$ cat src/rtl/cpu_types_pkg.sv
// Shared CPU types: word width, ALU and multiply/divide op encodings.
// Also holds the multiply/divide iteration count.
package cpu_types_pkg;

  typedef logic [31:0] word_t;

  typedef enum logic [3:0] {
    ALU_ADD,
    ALU_SUB,
    ALU_AND,
    ALU_OR,
    ALU_XOR,
    ALU_NOR,
    ALU_SLT,
    ALU_SLTU,
    ALU_SLL,
    ALU_SRL,
    ALU_SRA,
    ALU_LUI
  } alu_op_t;

  typedef enum logic [1:0] {
    MD_MULT,
    MD_MULTU,
    MD_DIV,
    MD_DIVU
  } muldiv_op_t;

  localparam int MULDIV_ITER = 32;
  localparam int MULDIV_CW   = $clog2(MULDIV_ITER);

endpackage

$ cat src/rtl/muldiv_unit.sv
// Iterative 32x32 multiply / 32/32 divide unit with HI/LO registers.
// Shift-add multiply and restoring divide on magnitudes, sign fixed at end.
module muldiv_unit
  import cpu_types_pkg::*;
(
  input  logic       CLK,
  input  logic       RST,
  input  logic       start,
  input  muldiv_op_t op,
  input  word_t      pa,
  input  word_t      pb,
  input  logic       hi_wen,
  input  logic       lo_wen,
  input  word_t      wdat,
  output logic       busy,
  output logic       done,
  output word_t      hi,
  output word_t      lo
);

  typedef enum logic [1:0] {
    IDLE,
    MUL,
    DIV,
    DONE
  } state_t;

  localparam logic [MULDIV_CW-1:0] CNT_LAST =
    MULDIV_CW'(MULDIV_ITER - 1);

  state_t state, state_d;

  logic [MULDIV_CW-1:0] cnt;
  logic        last;
  logic [63:0] acc;
  word_t       opnd;
  word_t       pa_q;
  logic        neg_q;
  logic        rneg_q;
  logic        div0_q;

  logic        accept;
  logic        is_mul_op;
  logic        signed_op;
  word_t       mag_a;
  word_t       mag_b;
  logic [32:0] mul_sum;
  logic [63:0] mul_next;
  logic [33:0] div_diff;
  logic [63:0] div_next;
  logic [63:0] res;

  function automatic logic [63:0] fix_sign(
    input logic        is_mul,
    input logic [63:0] r,
    input logic        neg,
    input logic        rneg,
    input logic        div0,
    input word_t       a
  );
    logic [63:0] f;
    word_t       q;
    word_t       rm;
    if (is_mul) begin
      f = neg ? -r : r;
    end else if (div0) begin
      f = {a, 32'hFFFF_FFFF};
    end else begin
      q  = neg  ? -r[31:0]  : r[31:0];
      rm = rneg ? -r[63:32] : r[63:32];
      f  = {rm, q};
    end
    return f;
  endfunction

  // operand decode and one iteration of each algorithm
  always_comb begin
    accept    = start && (state == IDLE || state == DONE);
    is_mul_op = (op == MD_MULT) || (op == MD_MULTU);
    signed_op = (op == MD_MULT) || (op == MD_DIV);
    mag_a     = (signed_op && pa[31]) ? -pa : pa;
    mag_b     = (signed_op && pb[31]) ? -pb : pb;
    mul_sum   = {1'b0, acc[63:32]} + {1'b0, acc[0] ? opnd : 32'd0};
    mul_next  = {mul_sum, acc[31:1]};
    div_diff  = {1'b0, acc[63:31]} - {2'b00, opnd};
    div_next  = div_diff[33] ? {acc[62:0], 1'b0}
                             : {div_diff[31:0], acc[30:0], 1'b1};
    res       = fix_sign(state == MUL, acc, neg_q, rneg_q, div0_q, pa_q);
  end

  // state register
  always_ff @(posedge CLK) begin
    if (RST) state <= IDLE;
    else     state <= state_d;
  end

  // next state and status outputs
  always_comb begin
    state_d = state;
    busy    = 1'b0;
    done    = 1'b0;
    unique case (state)
      IDLE, DONE: begin
        done = (state == DONE);
        if (start) state_d = is_mul_op ? MUL : DIV;
        else       state_d = IDLE;
      end
      MUL, DIV: begin
        busy = 1'b1;
        if (last) state_d = DONE;
      end
      default: state_d = IDLE;
    endcase
  end

  // datapath: operand latch, iteration, result and mthi/mtlo writes
  always_ff @(posedge CLK) begin
    if (RST) begin
      cnt    <= '0;
      last   <= 1'b0;
      acc    <= '0;
      opnd   <= '0;
      pa_q   <= '0;
      neg_q  <= 1'b0;
      rneg_q <= 1'b0;
      div0_q <= 1'b0;
      hi     <= '0;
      lo     <= '0;
    end else begin
      if (accept) begin
        cnt    <= '0;
        last   <= 1'b0;
        acc    <= {32'd0, is_mul_op ? mag_b : mag_a};
        opnd   <= is_mul_op ? mag_a : mag_b;
        pa_q   <= pa;
        neg_q  <= signed_op && (pa[31] ^ pb[31]);
        rneg_q <= (op == MD_DIV) && pa[31];
        div0_q <= (pb == '0);
      end else if (busy) begin
        if (last) begin
          last     <= 1'b0;
          {hi, lo} <= res;
        end else begin
          acc <= (state == MUL) ? mul_next : div_next;
          cnt <= cnt + 1'b1;
          if (cnt == CNT_LAST) last <= 1'b1;
        end
      end
      if (!busy) begin
        if (hi_wen) hi <= wdat;
        if (lo_wen) lo <= wdat;
      end
    end
  end

endmodule
$ cat config.mk
export PLATFORM = sky130hd
export DESIGN_NAME = muldiv_unit
export DESIGN_NICKNAME = d
export VERILOG_FILES = /design/src/rtl/cpu_types_pkg.sv /design/src/rtl/muldiv_unit.sv
export SDC_FILE = /design/constraint.sdc
export NUM_CORES = 1
export LEC_CHECK = 0
export BUFFER_PORTS_ARGS = -buffer_cell sky130_fd_sc_hd__buf_4
export CORE_MARGIN = 3
export CORE_UTILIZATION = 55
export DETAILED_ROUTE_END_ITERATION = 6
export PLACE_DENSITY = 0.75
export SLEW_MARGIN = 20
export SYNTH_ARGS = -nofsm -noshare
export SYNTH_HDL_FRONTEND = slang
export SYNTH_SLANG_ARGS = --single-unit
$ cat constraint.sdc
create_clock -name CLK -period 7.6 [get_ports CLK]
set_input_delay 1.52 -clock CLK [delete_from_list [all_inputs] [get_ports CLK]]
set_output_delay 1.52 -clock CLK [all_outputs]
set_load 0.02 [all_outputs]
-- Word level (Yosys, flattened, before mapping)
Index checks and enable logic that the tools add are counted.
- shift operators: 0
- mux-type cells: 33
- bitwise operators: 2
- eq/ne operators: 8
- $lt $le $gt $ge: 0
- multipliers: 0
- div/mod/pow operators: 0
- add/subtract/negate cells: 8
- reduce and logical (&&, ||, !) cells: 17
- operators with widths (operator ; number):
    2-to-1 mux 32 bit ; 20
    2-to-1 mux 64 bit ; 5
    negator 32 bit ; 4
    negator 64 bit ; 1
    subtractor 33 x 32 -> 34 bit ; 1
    adder 32 x 32 -> 33 bit ; 1
    zero test 32 bit ; 1
    equality test 2 bit (second input constant) ; 3
    2-to-1 mux 2 bit ; 3
    OR reduction 2 bit ; 3
    adder 5 x 1 -> 5 bit (second input constant) ; 1
    equality test 5 bit (second input constant) ; 1
    logical AND 1 bit ; 5
    equality test 2 x 1 -> 1 bit (second input constant) ; 2
    zero test 2 bit ; 2
    2-to-1 mux 1 bit ; 4
    one-hot mux 2 bit (2 select lines) ; 1
    AND reduction 2 bit ; 2
    logical OR 1 bit ; 3
    inequality test 2 x 1 -> 1 bit (second input constant) ; 1
    inequality test 2 bit (second input constant) ; 1
    nonzero test 2 bit ; 1
    NOT 1 bit ; 1
    XOR 1 bit ; 1
- memories: 0
- register bits after elaboration: 203
- RAM bits: 0
- word-level logic and storage cells: 80
- latch bits: 0
- memory bits (read-only): 0

-- Depth between registers and ports, before layout
- depth after elaboration: 9
- mapped depth: 14
- mapped depth without buffers: 13

-- Worst setup path after synthesis
No wires, ideal clock.
- path kind: input to register
- start point: in pb[14]
- end point: reg opnd[27]
- required time: 7.483 ns
- setup time: 0.117 ns
- stages: 8
- arrival: 3.668 ns
- path slack: 3.815 ns
- path through: or4_1 -> nor4_1 -> nor3b_1 -> nand2_1 -> o41ai_1 -> xor2_1 -> a21oi_1 -> a32o_1
- longest elaborated chain between the ends: 3
- RTL lines (element ; RTL line ; text):
    from (decl) ; muldiv_unit.sv:11 ; input word_t pb,
    negator 32 bit ; muldiv_unit.sv:82 ; mag_b = (signed_op && pb[31]) ? -pb : pb;
    2-to-1 mux 32 bit ; muldiv_unit.sv:82 ;
    2-to-1 mux 32 bit ; muldiv_unit.sv:134 ; opnd <= is_mul_op ? mag_a : mag_b;
    to (signal assigned) ; muldiv_unit.sv:134 ;
    to (decl) ; muldiv_unit.sv:36 ; word_t opnd;
Every way passes these cells.
A chain may end at the register's enable or synchronous reset.

-- Worst setup path after layout
- start point: reg acc[31]
- end point: reg acc[58]
- longest elaborated chain between the ends: 3
- RTL lines (element ; RTL line ; text):
    from (decl) ; muldiv_unit.sv:35 ; logic [63:0] acc;
    from (signal assigned) ; muldiv_unit.sv:133 ; acc <= {32'd0, is_mul_op ? mag_b : mag_a};
    from (signal assigned) ; muldiv_unit.sv:144 ; acc <= (state == MUL) ? mul_next : div_next;
    subtractor 33 x 32 -> 34 bit ; muldiv_unit.sv:85 ; div_diff = {1'b0, acc[63:31]} - {2'b00, opnd};
    2-to-1 mux 64 bit ; muldiv_unit.sv:86 ; div_next = div_diff[33] ? {acc[62:0], 1'b0}
    2-to-1 mux 64 bit ; muldiv_unit.sv:144 ;
Every way passes these cells.

==> results.json <==
{
  "outcome": "completed",
  "critPathMaxStageDelay_ns": 1.09,
  "critPathKind": "reg2reg",
  "p_switching_uw": 4340,
  "place_hpwl_um": 47200,
  "netlist_area_sq_mm": 0.0162,
  "port_buffers": 168,
  "path_buf_inv": 2,
  "seq_area_sq_mm": 0.00407,
  "tightest_slew_ns": 1.20,
  "worstPathCellList": "inv_1, ha_1, inv_1, fa_1, a211oi_1, o21ai_0, a2111oi_0, o21ai_0, a41oi_1, xor2_1, o211ai_1, a22o_1",
  "crit_fanout": 6,
  "yosys_warnings": 0,
  "crit_path_end_kind": "flop",
  "max_freq_ghz": 0.226,
  "hold_depth": 2,
  "synth-seq-cells": 203,
  "clk_path_buf_depth": 3,
  "setup_tns_ns": 0,
  "cts_num_sinks": 203,
  "hold_viol": 0,
  "p_leak_uw": 0.00714,
  "ys_seq_area_frac": 0.251,
  "postCtsHoldBufs": 0,
  "grt_pass1_wl_um": 93500,
  "critPathLaunchType": "flop",
  "worst_skew_pair.late_latency_ns": 0.54,
  "grt.total_usage": 0.379,
  "drt_first_pass_iters": 7,
  "slew_headroom": 0.182,
  "area_delta_synth_final_pct": 13.0,
  "required_ns": 8.01,
  "clk_pin_slew_ns": 0.06,
  "cp_slowest_cell": "a2111oi_0",
  "antenna_found_initial": 1,
  "die_y_um": 178,
  "hp-class": "reg2reg",
  "cp_num_cells": 12,
  "coreArea_sq_mm": 0.0289,
  "arrival_ns": 4.85,
  "io_pins": 169,
  "post-route-min-period_ns": 4.43,
  "finClkSkew_ns": 0.0238,
  "viasPerCell": 6.64,
  "fin_crit_sh": 0.583,
  "drc": 0,
  "p_comb_frac": 0.625,
  "grt_max_degree": 91,
  "ys.flop_type": "dfxtp_1",
  "intPower_uw": 4070,
  "first_global_vias": 15517,
  "dpl_cell_area_sq_mm": 0.0175,
  "ys_async_sr_fraction": 0,
  "path_delay_family": "compound AO/OA/AOI/OAI gates",
  "r2r.worst_path.cells": 12,
  "power_frac_seq": 0.232,
  "htreeDepth": 1,
  "p_total_uw": 8420,
  "p_clk_frac": 0.143,
  "num_rows": 62,
  "cts.repair.resized": 0,
  "syn_area_per_cell_sq_um": 7.40,
  "place.gp.congestion": 1.02,
  "drtAntennaViolNets": 0,
  "multi_input_area_sq_mm": 0.0113,
  "start_util": 0.562,
  "synth_cell_type_count": 79,
  "diodes": 0,
  "drtIter0Drc": 2132,
  "cts-root-buf": "clkbuf_16",
  "drv_slew": 0,
  "via_count": 17507,
  "maxCapViolCount": 0,
  "finalNetCount": 2413,
  "syn-instance-count": 2191,
  "hold_ws_ns": 0.455,
  "cts_setup_buffers": 0,
  "cts_buffers": 24,
  "fillers": 2622,
  "fin_util": 0.635,
  "routed_wl_um": 62900,
  "synth_nets": 2368,
  "wire_per_inst_um": 23.8,
  "synth-edff-count": 0,
  "drive_gt1_frac": 0.119,
  "swShare": 0.516,
  "setup-violations-final": 0,
  "p_per_area_mw_per_mm2": 459,
  "die_area_sq_mm": 0.0316,
  "rsz0062_at_grt": "false",
  "peakVddDrop_mv": 0.337,
  "die_w_um": 178,
  "grt.overflow.total": 0,
  "stdcell_area_sq_mm": 0.0183,
  "cts_tree": "done"
}
-- cell families after synthesis --
family / after synthesis / synth area share
adders and majority gates: 74 / 0.0580
and+or+nand+nor: 641 / 0.181
muxes: 67 / 0.0415
buffers and inverters: 237 / 0.0562
DFF: 203 / 0.251
xor gates and xnor gates: 203 / 0.110
AOI/OAI and AO/OA: 766 / 0.303
-- cell type report --
type                            instances  area share
Sequential cell                       203       0.222
Timing Repair Buffer                  191      0.0783
Clock inverter                         16      0.0108
Clock buffer                           28      0.0341
Multi-Input combinational cell       1751       0.615
Inverter                               65      0.0133
Tap cell                              384      0.0262
-- cell usage in the layout, fill, tap and decap left out, drive strengths merged, types with 11 or more instances in the layout --
master  count
mux2i      65
or3        18
o221ai     14
xnor2     106
nand2     270
dfxtp     203
or4        18
o21ai     130
o31ai      28
a31oi      21
a21o       28
o41ai      16
or2        13
ha         72
inv        66
xor2       97
a211o      31
o22ai      58
buf       191
a22o       15
nand4      12
a211oi     50
nand3      45
a21oi     244
and2       11
nor4       22
clkbuf     28
o211ai     66
nor3       28
nor2      161
-- sequential cells by signal, summed over array words and instances, names as in the netlist --
| name | count |
|---|---|
| neg_q | 1 |
| state | 2 |
| opnd | 32 |
| last | 1 |
| lo | 32 |
| acc | 64 |
| pa_q | 32 |
| rneg_q | 1 |
| div0_q | 1 |
| hi | 32 |
| cnt | 5 |
-- metrics by stage --
| stage | std cells | setup slack [ns] |
|---|---|---|
| after floorplan | 2191 | 3.81 |
| after global placement | 2594 | 3.32 |
| after detailed placement | 2594 | 3.25 |
| after CTS | 2638 | 3.39 |
| after global routing | 2638 | 3.13 |
| final | 2638 | 3.17 |
-- power groups by stage --
| stage | Sequential, uW | Clock (uW) | Combinational, uW |
|---|---|---|---|
| 2_1_floorplan | 1780 | 0 | 3650 |
| 3_3_place_gp | 1930 | 0 | 5030 |
| 3_5_place_dp | 1940 | 0 | 5090 |
| 4_1_cts | 1920 | 1200 | 5130 |
| 5_1_grt | 1980 | 1250 | 5680 |
| 6_report | 1950 | 1200 | 5260 |
-- worst min-delay path: stages, from the launching register on --
cell,delay (ns)
dfxtp_1,0.31
nand2_1,0.05
a21oi_1,0.05
-- Yosys cell counts (all sizes together), types with 16 or more instances --
cell type	instances	area, sq um
or3	18	118
a211oi	50	375
nor3	28	140
dfxtp	203	4060
nor4	22	159
xnor2	106	928
o41ai	16	140
a211o	31	272
nor2	161	604
o21ai	130	651
xor2	97	850
a21o	28	210
nand2	270	1010
o211ai	66	495
nand3	45	230
clkbuf	151	569
a31oi	21	131
o22ai	58	363
ha	72	901
or4	18	143
inv	63	236
o31ai	28	224
buf	21	98.8
mux2i	65	651
a21oi	244	1220
-- final timing paths --
path                              start      end  slack, ns
worst max register to register  acc[31]  acc[58]       3.17
worst min register to register  opnd[7]  opnd[7]       0.46
worst min-delay path            opnd[7]  opnd[7]       0.46
worst max-delay path            acc[31]  acc[58]       3.17
-- per-layer routing --
layer | vias to the layer above | track usage | wire length, um
li1 | 8090 | - | -
met1 | 8162 | 0.541 | 26200
met2 | 1091 | 0.556 | 26200
met3 | 162 | 0.0597 | 7070
met4 | 2 | 0.181 | 3450
met5 | - | 0 | 17
Power figures use the tool's default switching activity.
